==> config.mk <==
export PLATFORM = sky130hd
export DESIGN_NAME = nanov_spi_fetch
export DESIGN_NICKNAME = d
export VERILOG_FILES = /design/src/rtl/nanov_pkg.sv /design/src/rtl/nanov_spi_shifter.sv /design/src/rtl/nanov_spi_fetch.sv
export SDC_FILE = /design/constraint.sdc
export NUM_CORES = 1
export LEC_CHECK = 0
export ABC_AREA = 1
export CAP_MARGIN = 25
export CORE_UTILIZATION = 57
export DETAILED_ROUTE_END_ITERATION = 7
export DONT_BUFFER_PORTS = 1
export HOLD_SLACK_MARGIN = 0.05
export PLACE_DENSITY_LB_ADDON = 0.05
export SETUP_SLACK_MARGIN = 0.05
export SLEW_MARGIN = 20
export SYNTH_ARGS = -nofsm -noshare
export SYNTH_HDL_FRONTEND = slang
export SYNTH_SLANG_ARGS = --single-unit
==> constraint.sdc <==
create_clock -name clk -period 1.9 [get_ports clk]
set_input_delay 0.095 -clock clk [delete_from_list [all_inputs] [get_ports clk]]
set_output_delay 0.095 -clock clk [all_outputs]
set_load 0.03 [all_outputs]
==> src/rtl/nanov_pkg.sv <==
// Shared types and constants for the nanoV SPI instruction fetcher.
package nanov_pkg;

  localparam int unsigned CMD_BITS   = 8;
  localparam int unsigned ADDR_BITS  = 24;
  localparam int unsigned DATA_BITS  = 32;
  localparam int unsigned DUMMY_BITS = 8;
  localparam int unsigned CNT_W      = 6;

  localparam logic [7:0] CMD_READ      = 8'h03;
  localparam logic [7:0] CMD_FAST_READ = 8'h0B;

  typedef enum logic [2:0] {
    ST_IDLE  = 3'd0,
    ST_CMD   = 3'd1,
    ST_ADDR  = 3'd2,
    ST_DUMMY = 3'd3,
    ST_DATA  = 3'd4,
    ST_HOLD  = 3'd5,
    ST_GAP   = 3'd6
  } state_e;

  // Shift order puts the first flash byte on top; the core wants it in [7:0].
  function automatic logic [31:0] le_word(input logic [31:0] w);
    return {w[7:0], w[15:8], w[23:16], w[31:24]};
  endfunction

endpackage

==> src/rtl/nanov_spi_shifter.sv <==
// Mode-0 SPI bit engine: clk/2 spi_clk, MSB-first transmit, 32-bit receive shift
// register and a bit counter whose done_c flags the edge that completes the segment.
module nanov_spi_shifter
  import nanov_pkg::*;
(
  input  logic             clk,
  input  logic             rstn,
  input  logic             clr,
  input  logic             arm,
  input  logic             load,
  input  logic             en,
  input  logic [31:0]      tx_data,
  input  logic [CNT_W-1:0] nbits,
  input  logic             miso,
  output logic             spi_clk,
  output logic             mosi,
  output logic [31:0]      rx_word_c,
  output logic             done_c
);

  logic             ph;
  logic [CNT_W-1:0] cnt;
  logic [31:0]      tx;
  logic [31:0]      rx;

  assign rx_word_c = {rx[30:0], miso};
  assign done_c    = en && ph && (cnt == nbits);

  // ph=1 means the next edge is a falling edge: sample miso, advance mosi.
  // arm primes a segment with a falling edge that only presents the first bit.
  always_ff @(posedge clk) begin
    if (!rstn || clr) begin
      spi_clk <= 1'b0;
      mosi    <= 1'b0;
      ph      <= 1'b0;
      cnt     <= '0;
      tx      <= '0;
      rx      <= '0;
    end else if (arm) begin
      spi_clk <= 1'b0;
      ph      <= 1'b1;
      cnt     <= '0;
      tx      <= tx_data;
    end else if (load) begin
      spi_clk <= 1'b0;
      ph      <= 1'b0;
      mosi    <= tx_data[31];
      tx      <= {tx_data[30:0], 1'b0};
      cnt     <= CNT_W'(1);
      rx      <= rx_word_c;
    end else if (en) begin
      if (ph) begin
        spi_clk <= 1'b0;
        ph      <= 1'b0;
        mosi    <= tx[31];
        tx      <= {tx[30:0], 1'b0};
        cnt     <= cnt + CNT_W'(1);
        rx      <= rx_word_c;
      end else begin
        spi_clk <= 1'b1;
        ph      <= 1'b1;
      end
    end
  end

endmodule

==> src/rtl/nanov_spi_fetch.sv <==
// SPI flash instruction fetcher for nanoV_core: READ + 24-bit address, streams LE words.
// Define NANOV_SPI_FAST_READ_EN to use FAST_READ (0x0B) with 8 dummy bits.
module nanov_spi_fetch #(
  parameter int unsigned ADDR_BITS = nanov_pkg::ADDR_BITS,
  parameter logic [7:0]  READ_CMD  = nanov_pkg::CMD_READ
) (
  input  logic                 clk,
  input  logic                 rstn,
  input  logic                 start,
  input  logic [ADDR_BITS-1:0] start_addr,
  input  logic                 branch,
  input  logic [ADDR_BITS-1:0] branch_addr,
  input  logic                 instr_ready,
  output logic [31:0]          instr_out,
  output logic                 instr_valid,
  output logic [ADDR_BITS-1:0] pc_out,
  output logic                 spi_cs_n,
  output logic                 spi_clk,
  output logic                 spi_mosi,
  input  logic                 spi_miso
);
  import nanov_pkg::*;

`ifdef NANOV_SPI_FAST_READ_EN
  localparam logic [7:0] CMD_BYTE   = CMD_FAST_READ;
  localparam state_e     AFTER_ADDR = ST_DUMMY;
`else
  localparam logic [7:0] CMD_BYTE   = READ_CMD;
  localparam state_e     AFTER_ADDR = ST_DATA;
`endif
  localparam int unsigned ADDR_SHIFT = 32 - ADDR_BITS;

  state_e                 state;
  logic                   gap_cnt;
  logic [ADDR_BITS-1:0]   addr_q;
  logic                   restart_c;
  logic                   go_c;
  logic                   sh_clr_c;
  logic                   sh_arm_c;
  logic                   sh_load_c;
  logic                   sh_en_c;
  logic                   sh_done_c;
  logic [CNT_W-1:0]       nbits_c;
  logic [31:0]            tx_c;
  logic [31:0]            rx_word_c;

  assign restart_c = branch && (state != ST_IDLE);
  assign go_c      = (state == ST_IDLE) && (start || branch);
  assign sh_clr_c  = restart_c;
  assign sh_arm_c  = go_c || ((state == ST_GAP) && gap_cnt);
  assign sh_load_c = (((state == ST_CMD) || (state == ST_ADDR) || (state == ST_DUMMY)) && sh_done_c)
                     || ((state == ST_HOLD) && instr_ready);

  // Segment length and transmit payload for the current state.
  always_comb begin
    tx_c    = '0;
    nbits_c = '0;
    sh_en_c = 1'b0;
    case (state)
      ST_IDLE, ST_GAP: tx_c = {CMD_BYTE, 24'h0};
      ST_CMD: begin
        sh_en_c = 1'b1;
        nbits_c = CNT_W'(CMD_BITS);
        tx_c    = 32'(addr_q) << ADDR_SHIFT;
      end
      ST_ADDR: begin
        sh_en_c = 1'b1;
        nbits_c = CNT_W'(ADDR_BITS);
      end
      ST_DUMMY: begin
        sh_en_c = 1'b1;
        nbits_c = CNT_W'(DUMMY_BITS);
      end
      ST_DATA: begin
        sh_en_c = 1'b1;
        nbits_c = CNT_W'(DATA_BITS);
      end
      default: ;
    endcase
  end

  nanov_spi_shifter u_shifter (
    .clk       (clk),
    .rstn      (rstn),
    .clr       (sh_clr_c),
    .arm       (sh_arm_c),
    .load      (sh_load_c),
    .en        (sh_en_c),
    .tx_data   (tx_c),
    .nbits     (nbits_c),
    .miso      (spi_miso),
    .spi_clk   (spi_clk),
    .mosi      (spi_mosi),
    .rx_word_c (rx_word_c),
    .done_c    (sh_done_c)
  );

  // Branch outranks everything outside IDLE, including a same-cycle handshake.
  always_ff @(posedge clk) begin
    if (!rstn) begin
      state       <= ST_IDLE;
      gap_cnt     <= 1'b0;
      addr_q      <= '0;
      pc_out      <= '0;
      instr_out   <= '0;
      instr_valid <= 1'b0;
      spi_cs_n    <= 1'b1;
    end else if (restart_c) begin
      state       <= ST_GAP;
      gap_cnt     <= 1'b0;
      addr_q      <= branch_addr;
      pc_out      <= branch_addr;
      instr_valid <= 1'b0;
      spi_cs_n    <= 1'b1;
    end else begin
      case (state)
        ST_IDLE: if (go_c) begin
          state    <= ST_CMD;
          spi_cs_n <= 1'b0;
          addr_q   <= branch ? branch_addr : start_addr;
          pc_out   <= branch ? branch_addr : start_addr;
        end
        ST_GAP: begin
          if (gap_cnt) begin
            state    <= ST_CMD;
            spi_cs_n <= 1'b0;
            gap_cnt  <= 1'b0;
          end else begin
            gap_cnt <= 1'b1;
          end
        end
        ST_CMD:   if (sh_done_c) state <= ST_ADDR;
        ST_ADDR:  if (sh_done_c) state <= AFTER_ADDR;
        ST_DUMMY: if (sh_done_c) state <= ST_DATA;
        ST_DATA: if (sh_done_c) begin
          state       <= ST_HOLD;
          instr_valid <= 1'b1;
          instr_out   <= le_word(rx_word_c);
        end
        ST_HOLD: if (instr_ready) begin
          state       <= ST_DATA;
          instr_valid <= 1'b0;
          pc_out      <= pc_out + ADDR_BITS'(4);
        end
        default: state <= ST_IDLE;
      endcase
    end
  end

endmodule

==> results.toml <==
[floorplanning]
die_w_microns = 116
initial_core_util_pct = 58.7
die_area_sq_mm = 0.0135
die_h_microns = 116
core_area_sq_mm = 0.0127
core.rowCount = 41
boundaryPins = 114

[cts]
cts_buffer_depth = 2
tritoncts = "built"
cts_max_level = 4
cts_sinks = 150
insertion_delay_ns = 0.44
cts_buffers = 17
cts-root-buf = "clkbuf_16"
clkSlewWorstSetupHoldPaths_ns = 0.06

[min_path]
hold_path.class = "primary input to flop"
worstHoldStart = "start_addr[20]"

[logic_synthesis]
synth_top_family_by_area = "simple AND/OR/NAND/NOR gates"
synth-compound-area-share_pct = 18.9
yosysTopAreaCellShare_pct = 40.4
synth_xor_area_share_pct = 1.41
ys.flop_type = "dfxtp_1"
async_flop_share_pct = 0
synth_mux_area_share_pct = 0.673
synth_top_cell_by_area = "dfxtp_1"
synth_area_sq_mm = 0.00744
ys_seq_area_share_pct = 40.4
yosysMostFrequentCell = "nand2_1"
synth_cell_types = 40
synth_fa_ha_area_share_pct = 0.673
ys_warn_count = 0
synth-edff-count = 0
avgSynthCellArea_sq_um = 6.76
ys_top_cells_by_area = "dfxtp_1 (40%), nand2_1 (11%), nor2_1 (9.3%)"
yosys.area_share.simple_pct = 28.5
syn_inst = 1101
synth_commonest_cells = "nand2_1 (227), nor2_1 (185), dfxtp_1 (150)"
syn_nets = 1159
ys_seq_elements = 150

[critical_path]
path_class = "flop to flop"
reg2reg_to = "u_shifter.tx[13]"
cp_cell_sequence = "nor2_4 -> nand2_4 -> a21boi_4 -> nand4_4 -> buf_12 -> buf_12 -> clkbuf_16 -> a21boi_1 -> nor2_1 -> nor2_1 -> nor2_1"
reg2reg_from = "state[0]"
crit_path_end = "u_shifter.tx[13]"
r2r_slack_ns = -0.13
crit_arrival_ns = 2.35
cp-start-kind = "flop"
cpPeakStageDelay_ns = 0.37
reg2regPathDepth = 11
worstPathMaxFanout = 7
crit_path_top_delay_cell = "dfxtp_4"
cp_common_cell = "nor2_1"
required_ns = 2.22
crit_path_start = "state[0]"
end_kind = "flop"

[route]
wl_per_cell_microns = 17.8
drc = 0
firstDrtPassIters = 6
drt-initial-drc-count = 744
vias = 8039
viasPerCell = 5.76
drt-total-wl_microns = 24900
drtAntennaViolNets = 0

[cells_and_area]
area_growth_pct = 36.5
fillers = 854
fin_cells = 1396
diodes = 0
multi_input_area_sq_mm = 0.00420
regArea_sq_mm = 0.00302
final_nets = 1269
drive_above_1_share_pct = 23.4

[outcome]
violations = "negative setup slack"
status = "finished with violations"

[pwr]
power_density_mw_per_mm2 = 1590
total_power_uw = 16200
power_leakage_uw = 0.00448
max-vdd-ir-drop_uv = 1020

[sta]
hold_violations = 0
fin_skew_ns = 0.00818
slew_headroom_pct = 36.2
setup_viol_count_final = 62
clock.fmax_mhz = 492
period_share_pct = 107
worstMarginPinSlew_ns = 0.953
slew_viol_final = 0
setup_slack_ns = -0.133
rsz0062_at_grt = "yes"
finalCriticalPeriod_ns = 2.03

[global_routing]
grt_max_degree = 71
grt_pass1_vias = 6895
antenna_found_initial = 0
track_usage_pct = 32.1
grt_first_pass_wirelength_microns = 33700
overflow = 0

[placed_design]
dp_hpwl_microns = 13300
post-place-ws_ns = -0.00659
dp.cells = 1278
gp_congestion = 0.957
port_buffers = 0

[flow_run]
cap_violations = 0
state kept, by name, summed over array words and instances, names as in the netlist, 3 cells and up:
| register | count |
|---|---|
| u_shifter.cnt | 6 |
| state | 3 |
| instr_out | 32 |
| addr_q | 24 |
| pc_out | 24 |
| u_shifter.tx | 24 |
| u_shifter.rx | 31 |
metal layers:
metal / GRT usage [%] / share of wire (%) / wire length, microns
met2: 49.5 / 47 / 11700
met1: 42.6 / 41 / 10200
met5: 0 / 0 / 0
met4: 12.1 / 3.4 / 854
met3: 8.87 / 8.8 / 2190
how the worst min path moves through the flow:
stage                  to  slack [ns]  depth (start not counted)
2_1_floorplan   pc_out[3]        0.24                          2
3_3_place_gp     state[1]        0.23                          1
3_5_place_dp     state[1]        0.24                          1
4_1_cts        pc_out[13]        0.05                          4
5_1_grt        addr_q[13]         0.1                          4
6_report       addr_q[20]        0.08                          2
repair_timing:
action / in CTS / in global routing
hold buffers: 49 / 1
gates cloned: 1 / 15
setup buffers: 1 / 19
gates resized for setup: 11 / 212
hold endpoints to repair: 82 / 1
pin swaps: 1 / 54
setup endpoints to repair: 65 / 131
layout by cell type, fill, tap and decap left out, drive strengths merged, types with 7 or more instances in the layout:
| cell | count |
|---|---|
| nor3 | 8 |
| dfxtp | 150 |
| inv | 101 |
| xor2 | 9 |
| buf | 98 |
| clkinv | 7 |
| o21bai | 7 |
| dlygate4sd3 | 49 |
| nor2 | 190 |
| a21boi | 8 |
| nand2 | 232 |
| nand4 | 9 |
| a21oi | 113 |
| clkbuf | 26 |
| o21ai | 123 |
| nand3 | 56 |
logic make-up (layout without fill, tap and decap cells):
family,after synthesis,after routing
simple gates,500,501
flops,150,150
compound gates,265,265
fa+ha+maj,4,4
xor+xnor,12,12
mux,5,5
buf+inv,165,287
where the power goes:
part	leakage (uW)	switching, uW	internal, uW
Combinational	0.00296	4850	3060
Sequential	0.00123	711	4010
Clock	0.000287	1450	2080
final cells by class:
cell class	instances	area share [%]
sequential	150	29.8
tap	172	2.12
timing repair buffer	155	16.8
multi-input combinational	787	41.4
clock buffer	18	4.23
inverter	98	3.89
timing repair inverter	2	0.123
clock inverter	14	1.72
critical path, delay by kind of cell (launching register included):
family                 cells  cell delay [ns]
and+or+nand+nor            6             0.74
buffers and inverters      3             0.45
DFF                        1             0.37
AOI/OAI and AO/OA          2             0.36
metrics by stage:
stage	cell area [sq um]	setup TNS [ns]	utilization, %	hold WS (ns)
6_report	10200	-2.36	80.1	0.0844
5_1_grt	10200	-6.69	80.1	0.0992
4_1_cts	9110	0	71.9	0.0511
3_5_place_dp	7960	-0.0123	62.8	0.238
3_3_place_gp	7960	0	62.8	0.234
2_1_floorplan	7440	0	-	0.240
Note: power is estimated with default switching activity, not from simulation.
